<file path="config.mk">
export PLATFORM = sky130hd
export DESIGN_NAME = gecko_mem_arbiter
export DESIGN_NICKNAME = d
export VERILOG_FILES = /design/src/rtl/gecko_mem_arbiter.sv
export SDC_FILE = /design/constraint.sdc
export NUM_CORES = 1
export LEC_CHECK = 0
export CAP_MARGIN = 40
export CELL_PAD_IN_SITES_DETAIL_PLACEMENT = 1
export CELL_PAD_IN_SITES_GLOBAL_PLACEMENT = 1
export CORE_MARGIN = 4
export CORE_UTILIZATION = 25
export CTS_BUF_LIST = sky130_fd_sc_hd__clkbuf_16
export DETAILED_ROUTE_END_ITERATION = 10
export GPL_TIMING_DRIVEN = 0
export MAX_ROUTING_LAYER = met4
export PLACE_DENSITY = 0.91
export SLEW_MARGIN = 20
export SYNTH_ARGS = -nofsm -noshare
export SYNTH_HDL_FRONTEND = slang
export SYNTH_SLANG_ARGS = --single-unit
export TNS_END_PERCENT = 50
</file>
<file path="constraint.sdc">
create_clock -name clk -period 6.55 [get_ports clk]
set_input_delay 1.6375 -clock clk [delete_from_list [all_inputs] [get_ports clk]]
set_output_delay 1.6375 -clock clk [all_outputs]
set_load 0.05 [all_outputs]
</file>
<file path="src/rtl/gecko_mem_arbiter.sv">
// Two-requester data-memory arbiter with in-order read-result routing back to the issuer.
// Define GECKO_MEM_ARBITER_FIXED_PRIORITY_EN to give requester 0 fixed priority instead of round-robin.
module gecko_mem_arbiter #(
  parameter int unsigned MAX_OUTSTANDING = 4,
  parameter int unsigned ADDR_WIDTH      = 32,
  parameter int unsigned DATA_WIDTH      = 32
) (
  input  logic                    clk,
  input  logic                    rst,

  input  logic                    request0_valid,
  output logic                    request0_ready,
  input  logic                    request0_read_enable,
  input  logic [DATA_WIDTH/8-1:0] request0_write_enable,
  input  logic [ADDR_WIDTH-1:0]   request0_addr,
  input  logic [DATA_WIDTH-1:0]   request0_data,

  input  logic                    request1_valid,
  output logic                    request1_ready,
  input  logic                    request1_read_enable,
  input  logic [DATA_WIDTH/8-1:0] request1_write_enable,
  input  logic [ADDR_WIDTH-1:0]   request1_addr,
  input  logic [DATA_WIDTH-1:0]   request1_data,

  output logic                    mem_request_valid,
  input  logic                    mem_request_ready,
  output logic                    mem_request_read_enable,
  output logic [DATA_WIDTH/8-1:0] mem_request_write_enable,
  output logic [ADDR_WIDTH-1:0]   mem_request_addr,
  output logic [DATA_WIDTH-1:0]   mem_request_data,

  input  logic                    mem_result_valid,
  output logic                    mem_result_ready,
  input  logic [DATA_WIDTH-1:0]   mem_result_data,

  output logic                    result0_valid,
  input  logic                    result0_ready,
  output logic [DATA_WIDTH-1:0]   result0_data,

  output logic                    result1_valid,
  input  logic                    result1_ready,
  output logic [DATA_WIDTH-1:0]   result1_data
);

  localparam int unsigned MASK_WIDTH = DATA_WIDTH / 8;
  localparam int unsigned PTR_WIDTH  = $clog2(MAX_OUTSTANDING);
  localparam int unsigned CNT_WIDTH  = PTR_WIDTH + 1;

  logic [CNT_WIDTH-1:0]       count;
  logic [PTR_WIDTH-1:0]       wr_ptr;
  logic [PTR_WIDTH-1:0]       rd_ptr;
  logic [MAX_OUTSTANDING-1:0] order_ids;
  logic                       fifo_full;
  logic                       fifo_empty;
  logic                       head_id;

  logic                  elig0;
  logic                  elig1;
  logic                  grant_valid;
  logic                  grant_id;
  logic                  stage_enable;
  logic                  accept;
  logic                  push;
  logic                  pop;
  logic                  sel_read;
  logic [MASK_WIDTH-1:0] sel_mask;
  logic [ADDR_WIDTH-1:0] sel_addr;
  logic [DATA_WIDTH-1:0] sel_data;

  assign fifo_full  = (count == CNT_WIDTH'(MAX_OUTSTANDING));
  assign fifo_empty = (count == '0);
  assign head_id    = order_ids[rd_ptr];

  // Reads are held off at full even when a pop lands in the same cycle.
  assign elig0 = request0_valid && (!request0_read_enable || !fifo_full);
  assign elig1 = request1_valid && (!request1_read_enable || !fifo_full);

`ifndef GECKO_MEM_ARBITER_FIXED_PRIORITY_EN
  logic last_grant;
`endif

  always_comb begin
    grant_valid = elig0 || elig1;
    grant_id    = 1'b0;
    if (elig0 && elig1) begin
`ifdef GECKO_MEM_ARBITER_FIXED_PRIORITY_EN
      grant_id = 1'b0;
`else
      grant_id = ~last_grant;
`endif
    end else if (elig1) begin
      grant_id = 1'b1;
    end
  end

  // Output stage takes a beat when empty or draining this cycle.
  assign stage_enable   = !mem_request_valid || mem_request_ready;
  assign accept         = grant_valid && stage_enable && !rst;
  assign request0_ready = accept && !grant_id;
  assign request1_ready = accept && grant_id;

  assign sel_read = grant_id ? request1_read_enable  : request0_read_enable;
  assign sel_mask = grant_id ? request1_write_enable : request0_write_enable;
  assign sel_addr = grant_id ? request1_addr         : request0_addr;
  assign sel_data = grant_id ? request1_data         : request0_data;

  assign push = accept && sel_read;
  assign pop  = mem_result_valid && mem_result_ready;

  // Results go straight to the requester at the head of the order FIFO.
  assign mem_result_ready = !rst && !fifo_empty && (head_id ? result1_ready : result0_ready);
  assign result0_valid    = !rst && !fifo_empty && !head_id && mem_result_valid;
  assign result1_valid    = !rst && !fifo_empty && head_id && mem_result_valid;
  assign result0_data     = mem_result_data;
  assign result1_data     = mem_result_data;

  always_ff @(posedge clk) begin
    if (rst) begin
      mem_request_valid        <= 1'b0;
      mem_request_read_enable  <= 1'b0;
      mem_request_write_enable <= '0;
      mem_request_addr         <= '0;
      mem_request_data         <= '0;
    end else if (stage_enable) begin
      mem_request_valid <= accept;
      if (accept) begin
        mem_request_read_enable  <= sel_read;
        mem_request_write_enable <= sel_mask;
        mem_request_addr         <= sel_addr;
        mem_request_data         <= sel_data;
      end
    end
  end

  always_ff @(posedge clk) begin
    if (rst) begin
      count     <= '0;
      wr_ptr    <= '0;
      rd_ptr    <= '0;
      order_ids <= '0;
    end else begin
      if (push) begin
        order_ids[wr_ptr] <= grant_id;
        wr_ptr            <= wr_ptr + PTR_WIDTH'(1);
      end
      if (pop) begin
        rd_ptr <= rd_ptr + PTR_WIDTH'(1);
      end
      count <= count + CNT_WIDTH'(push) - CNT_WIDTH'(pop);
    end
  end

`ifndef GECKO_MEM_ARBITER_FIXED_PRIORITY_EN
  always_ff @(posedge clk) begin
    if (rst) begin
      last_grant <= 1'b1;
    end else if (accept) begin
      last_grant <= grant_id;
    end
  end
`endif

endmodule
</file>
# Yosys cells after proc, flatten, opt, wreduce, memory -nomap -nowiden
# Index checks and enable logic that the tools add are counted.
[op_classes]
n_mux = 12
n_shift = 0
n_mul = 0
eq_ne = 1
add_sub_neg = 4
reduce_logical = 30
bitwise = 1
order_cmp = 3
div_mod_pow = 0
[ops]
columns = ["cell", "count"]
rows = [
  ["two-way mux 32 bit", 2],
  ["logical AND 1 bit", 16],
  ["zero test 1 bit", 8],
  ["less-than comparator 2 x 3 -> 1 bit, second input constant", 2],
  ["two-way mux 1 bit", 6],
  ["adder 2 x 1 -> 2 bit, second input constant", 2],
  ["bitwise mux 4 bit", 1],
  ["logical OR 1 bit", 4],
  ["two-way mux 4 bit", 1],
  ["adder 3 x 1 -> 3 bit", 1],
  ["== test 3 bit, second input constant", 1],
  ["zero test 3 bit", 1],
  ["subtractor 3 x 1 -> 3 bit", 1],
  ["binary-select mux 1 bit (select 2 bit)", 1],
  ["demux 1 bit (select 2 bit)", 1],
  ["greater-or-equal comparator 2 x 1 -> 1 bit, second input constant", 1],
  ["AND reduction 2 bit", 1],
  ["inverter 1 bit", 1],
]
[totals]
romBits = 0
in_bits = 178
ramBits = 0
ff_bits = 82
latchBits = 0
word_cells = 61
memories = 0
output_inout_bits = 139

# Longest topological paths before layout
# Gate-level depths: netlist of run 1.
[logic_depth]
word_depth = 10
mapped_depth = 12
depth_no_buf = 11

# Worst setup path before layout of run 1
# No wires, ideal clock.
[synth_path]
path_type = "input -> output"
startpoint = "input rst"
endpoint = "output mem_result_ready"
stages = 3
setup_slack_ns = 1.784
required_ns = 4.912
arrival_time_ns = 3.128
n_path_buf = 2
cell_sequence = "clkbuf_1 buf_1 nor3_1"
[synth_via]
elab_chain_len = 3
[synth_rtl]
columns = ["element", "line", "rtl"]
rows = [
  ["start, declared", "9", "input logic rst,"],
  ["zero test 1 bit", "111", "assign mem_result_ready = !rst && !fifo_empty && (head_id ? result1_ready : result0_ready);"],
  ["logical AND 1 bit (2 in series)", "111", ""],
  ["end, declared", "33", "output logic mem_result_ready,"],
]
# Every way passes these cells.

# Worst setup path after layout of run 1
[layout_path]
startpoint = "input rst"
endpoint = "output request0_ready"
[layout_via]
elab_chain_len = 3
[layout_rtl]
columns = ["element", "line", "rtl"]
rows = [
  ["zero test 1 bit", "98", "assign accept = grant_valid && stage_enable && !rst;"],
  ["logical AND 1 bit", "98", ""],
  ["logical AND 1 bit", "99", "assign request0_ready = accept && !grant_id;"],
  ["end, declared", "12", "output logic request0_ready,"],
]
# Every way passes these cells.

==> results of run 1 <==
==> state kept, by name (all words and copies together) (netlist names) <==
name / cells
count: 3
mem_request_addr: 32
mem_request_read_enable: 1
rd_ptr: 2
mem_request_write_enable: 4
order_ids: 4
wr_ptr: 2
mem_request_valid: 1
last_grant: 1
mem_request_data: 32
==> synth_stat cells (all sizes together), types with 6 or more instances <==
| master | instances |
|---|---|
| dfxtp | 82 |
| buf | 81 |
| a221o | 50 |
| and3 | 50 |
| nand2 | 43 |
| a21oi | 25 |
| a311oi | 18 |
| clkbuf | 16 |
| nor2 | 9 |
| inv | 7 |
| or3 | 7 |
| ha | 6 |
==> worst register-to-register path, delay by kind of cell (launching register included) <==
family / cells / cell delay (ns)
xor+xnor: 2 / 0.30
fa+ha+maj: 3 / 0.80
buf+inv: 2 / 0.11
flops: 1 / 0.42
mux: 2 / 1.07
simple gates: 2 / 0.15
==> worst paths after layout <==
kind,from,to,slack (ns)
hold reg to reg,mem_request_addr[4],mem_request_addr[4],0.49
setup / recovery,rst,request0_ready,0.63
setup reg to reg,rd_ptr[0],count[2],3.58
hold / removal,mem_request_addr[4],mem_request_addr[4],0.49
==> layout make-up <==
| cell class | count | area, um2 | area share |
|---|---|---|---|
| timing repair buffer | 284 | 2840 | 0.379 |
| multi-input combinational | 250 | 1800 | 0.239 |
| sequential | 82 | 1640 | 0.219 |
| buffer | 97 | 643 | 0.0857 |
| tap | 216 | 270 | 0.0360 |
| clock buffer | 9 | 225 | 0.0300 |
| clock inverter | 7 | 58.8 | 0.00784 |
| inverter | 7 | 26.3 | 0.00350 |
==> power breakdown <==
group | total (mW) | switching (mW) | internal (mW) | leakage (nW)
sequential | 0.604 | 0.0430 | 0.561 | 0.676
clock | 0.495 | 0.232 | 0.263 | 0.133
combinational | 0.797 | 0.475 | 0.322 | 2.29
total | 1.90 | 0.750 | 1.15 | 3.10
==> logic make-up after synthesis <==
| kind of cell | share of synthesized area |
|---|---|
| and+or+nand+nor | 0.171 |
| AOI/OAI and AO/OA | 0.231 |
| buffers and inverters | 0.163 |
| DFF | 0.400 |
| adders and majority gates | 0.0231 |
| xor gates and xnor gates | 0.00427 |
| muxes | 0.00792 |
==> routing by layer <==
metal / global-route usage / share of wire / vias to the layer above
met5: - / 0 / -
li1: - / - / 2160
met2: 0.357 / 0.52 / 211
met4: 0.0470 / 0.012 / 0
met3: 0.0633 / 0.086 / 21
met1: 0.215 / 0.38 / 2217
==> stage by stage <==
stage                     hold WS [ns]  total power, mW  utilization  setup slack (ns)
final                            0.489             1.90        0.469             0.626
after CTS                        0.492             1.92        0.469             0.551
after global routing             0.498             1.98        0.469             0.370
after detailed placement         0.468             1.42        0.451             0.577
after global placement           0.464             1.39        0.451             0.545
after floorplan                  0.450             1.09            -              1.78
==> flow_summary_export.csv, run 1 <==
group,metric,value,unit
cts,cts-htree-levels,3,
sta,slew_viol_final,0,
sta,rsz0062_at_grt,"no",
sta,fmax,169,MHz
worst_setup_path,critical_path.top_delay_family,"buffers and inverters",
layout,fin_nets,916,
die,die_w,136,um
sta,period_share,0.904,
worst_setup_path,max_stage_delay,0.85,ns
cts,clk_latency,0.35,ns
detailed_routing,vias_per_cell,4.84,
grt,antenna_found_initial,0,
worst_setup_path,critical_path_class,"in -> out",
worst_setup_path,r2r_cells,11,
layout,layout_common_cells,"284 x clkdlybuf4s50_1, 82 x dfxtp_1, 64 x buf_4",
synth,seq_area_frac_synth,0.400,
synth,synth.largest_area_cell,"dfxtp_1",
run,max_cap_viol_count,0,
worst_setup_path,crit_arrival,4.29,ns
place,gp_congestion,0.784,
detailed_routing,routed_wl,19000,um
sta,hold_viol_final,0,
cts,ctsHoldBuffers,0,
detailed_routing,vias,4609,
detailed_routing,dr.pass1.iters,6,
worst_setup_path,cp_common_cell,"clkdlybuf4s50_1",
worst_setup_path,path_max_fanout,10,
synth,synth_ff_type,"dfxtp_1",
cts,clk_pin_slew,0.07,ns
sta,finClkSkew,0.00808,ns
min_path,hold_class,"reg -> reg",
detailed_routing,drtIter0Drc,147,
synth,avgSynthCellArea,9.42,um2
min_path,hold_depth,1,
worst_setup_path,critical_path_required,4.91,ns
cts,cts_tree,"built",
sta,setup_tns,0,ns
detailed_routing,postRouteAntennaNets,0,
worst_setup_path,cp-end-kind,"output port",
synth,synth_edf_count,0,
grt,grt_overflow,0,
worst_setup_path,critPathBufInv,4,
grt,grt_first_pass_wirelength,27700,um
synth,synthCells,436,
layout,final_common_cell,"clkdlybuf4s50_1",
sta,setup_viol_count_final,0,
grt,grt_pass1_vias,5018,
synth,synth.distinct_cells,44,
layout,num_antenna_cells,0,
die,die_area,18500,um2
synth,synth_top_area_frac,0.400,
detailed_routing,wl_per_cell,20.0,um
sta,worstMarginPinSlew,0.650,ns
layout,n_fill_cell,1848,
detailed_routing,drc,0,
worst_setup_path,crit_cells,6,
synth,syn-num-nets,621,
grt,grt_use_total,0.200,
pwr,power.density,253,nW/um2
place,io_buffers,284,
cts,root_buffer,"clkbuf_16",
sta,slew_headroom,0.567,
synth,async_reset_ff_frac,0,
die,start_util,0.257,
place,postPlaceCellArea,7220,um2
die,pin_count,317,
synth,netlist_top_cells_area,"dfxtp_1 40%, a221o_1 12%, buf_4 12%",
layout,syn2layout_area_growth,82.7,%
synth,synth_seq_cells,82,
worst_setup_path,crit_chain,"clkdlybuf4s50_1, inv_1, nand2_1, nor2_1, buf_2, clkdlybuf4s50_1",
grt,grt_max_degree,17,
cts,cts_setup_buffers,0,
die,die_y,136,um
pwr,vdd_drop_max,0.000117,V
synth,syn-cell-area,4110,um2
place,dp_hpwl,15400,um
die,core,16000,um2
sta,final.min_clock_period,5.92,ns
layout,instances_no_fill,952,
worst_setup_path,startpoint_type,"primary input",
cts,clockBufferDepth,2,
cts,cts_buffers,9,
die,rows,46,
cts,clock_sinks,82,
cts,cts_resized,0,
worst_setup_path,worst_path_max_delay_cell,"clkdlybuf4s50_1",
run_status,outcome,"finished clean",
synth,yosys_warnings,0,
place,dp.cells,936,
layout,layout-drive-gt1-share,0.141,
layout,design_area,7500,um2
pwr,leakage,3.10,nW
(Power assumes the default switching activity.)
==> inputs of run 2 (changes only) <==
HOLD_SLACK_MARGIN = 0.1   (was not set)
==> results of run 2 <==
No change in the layout: final DEF, timing and power equal those of run 1.
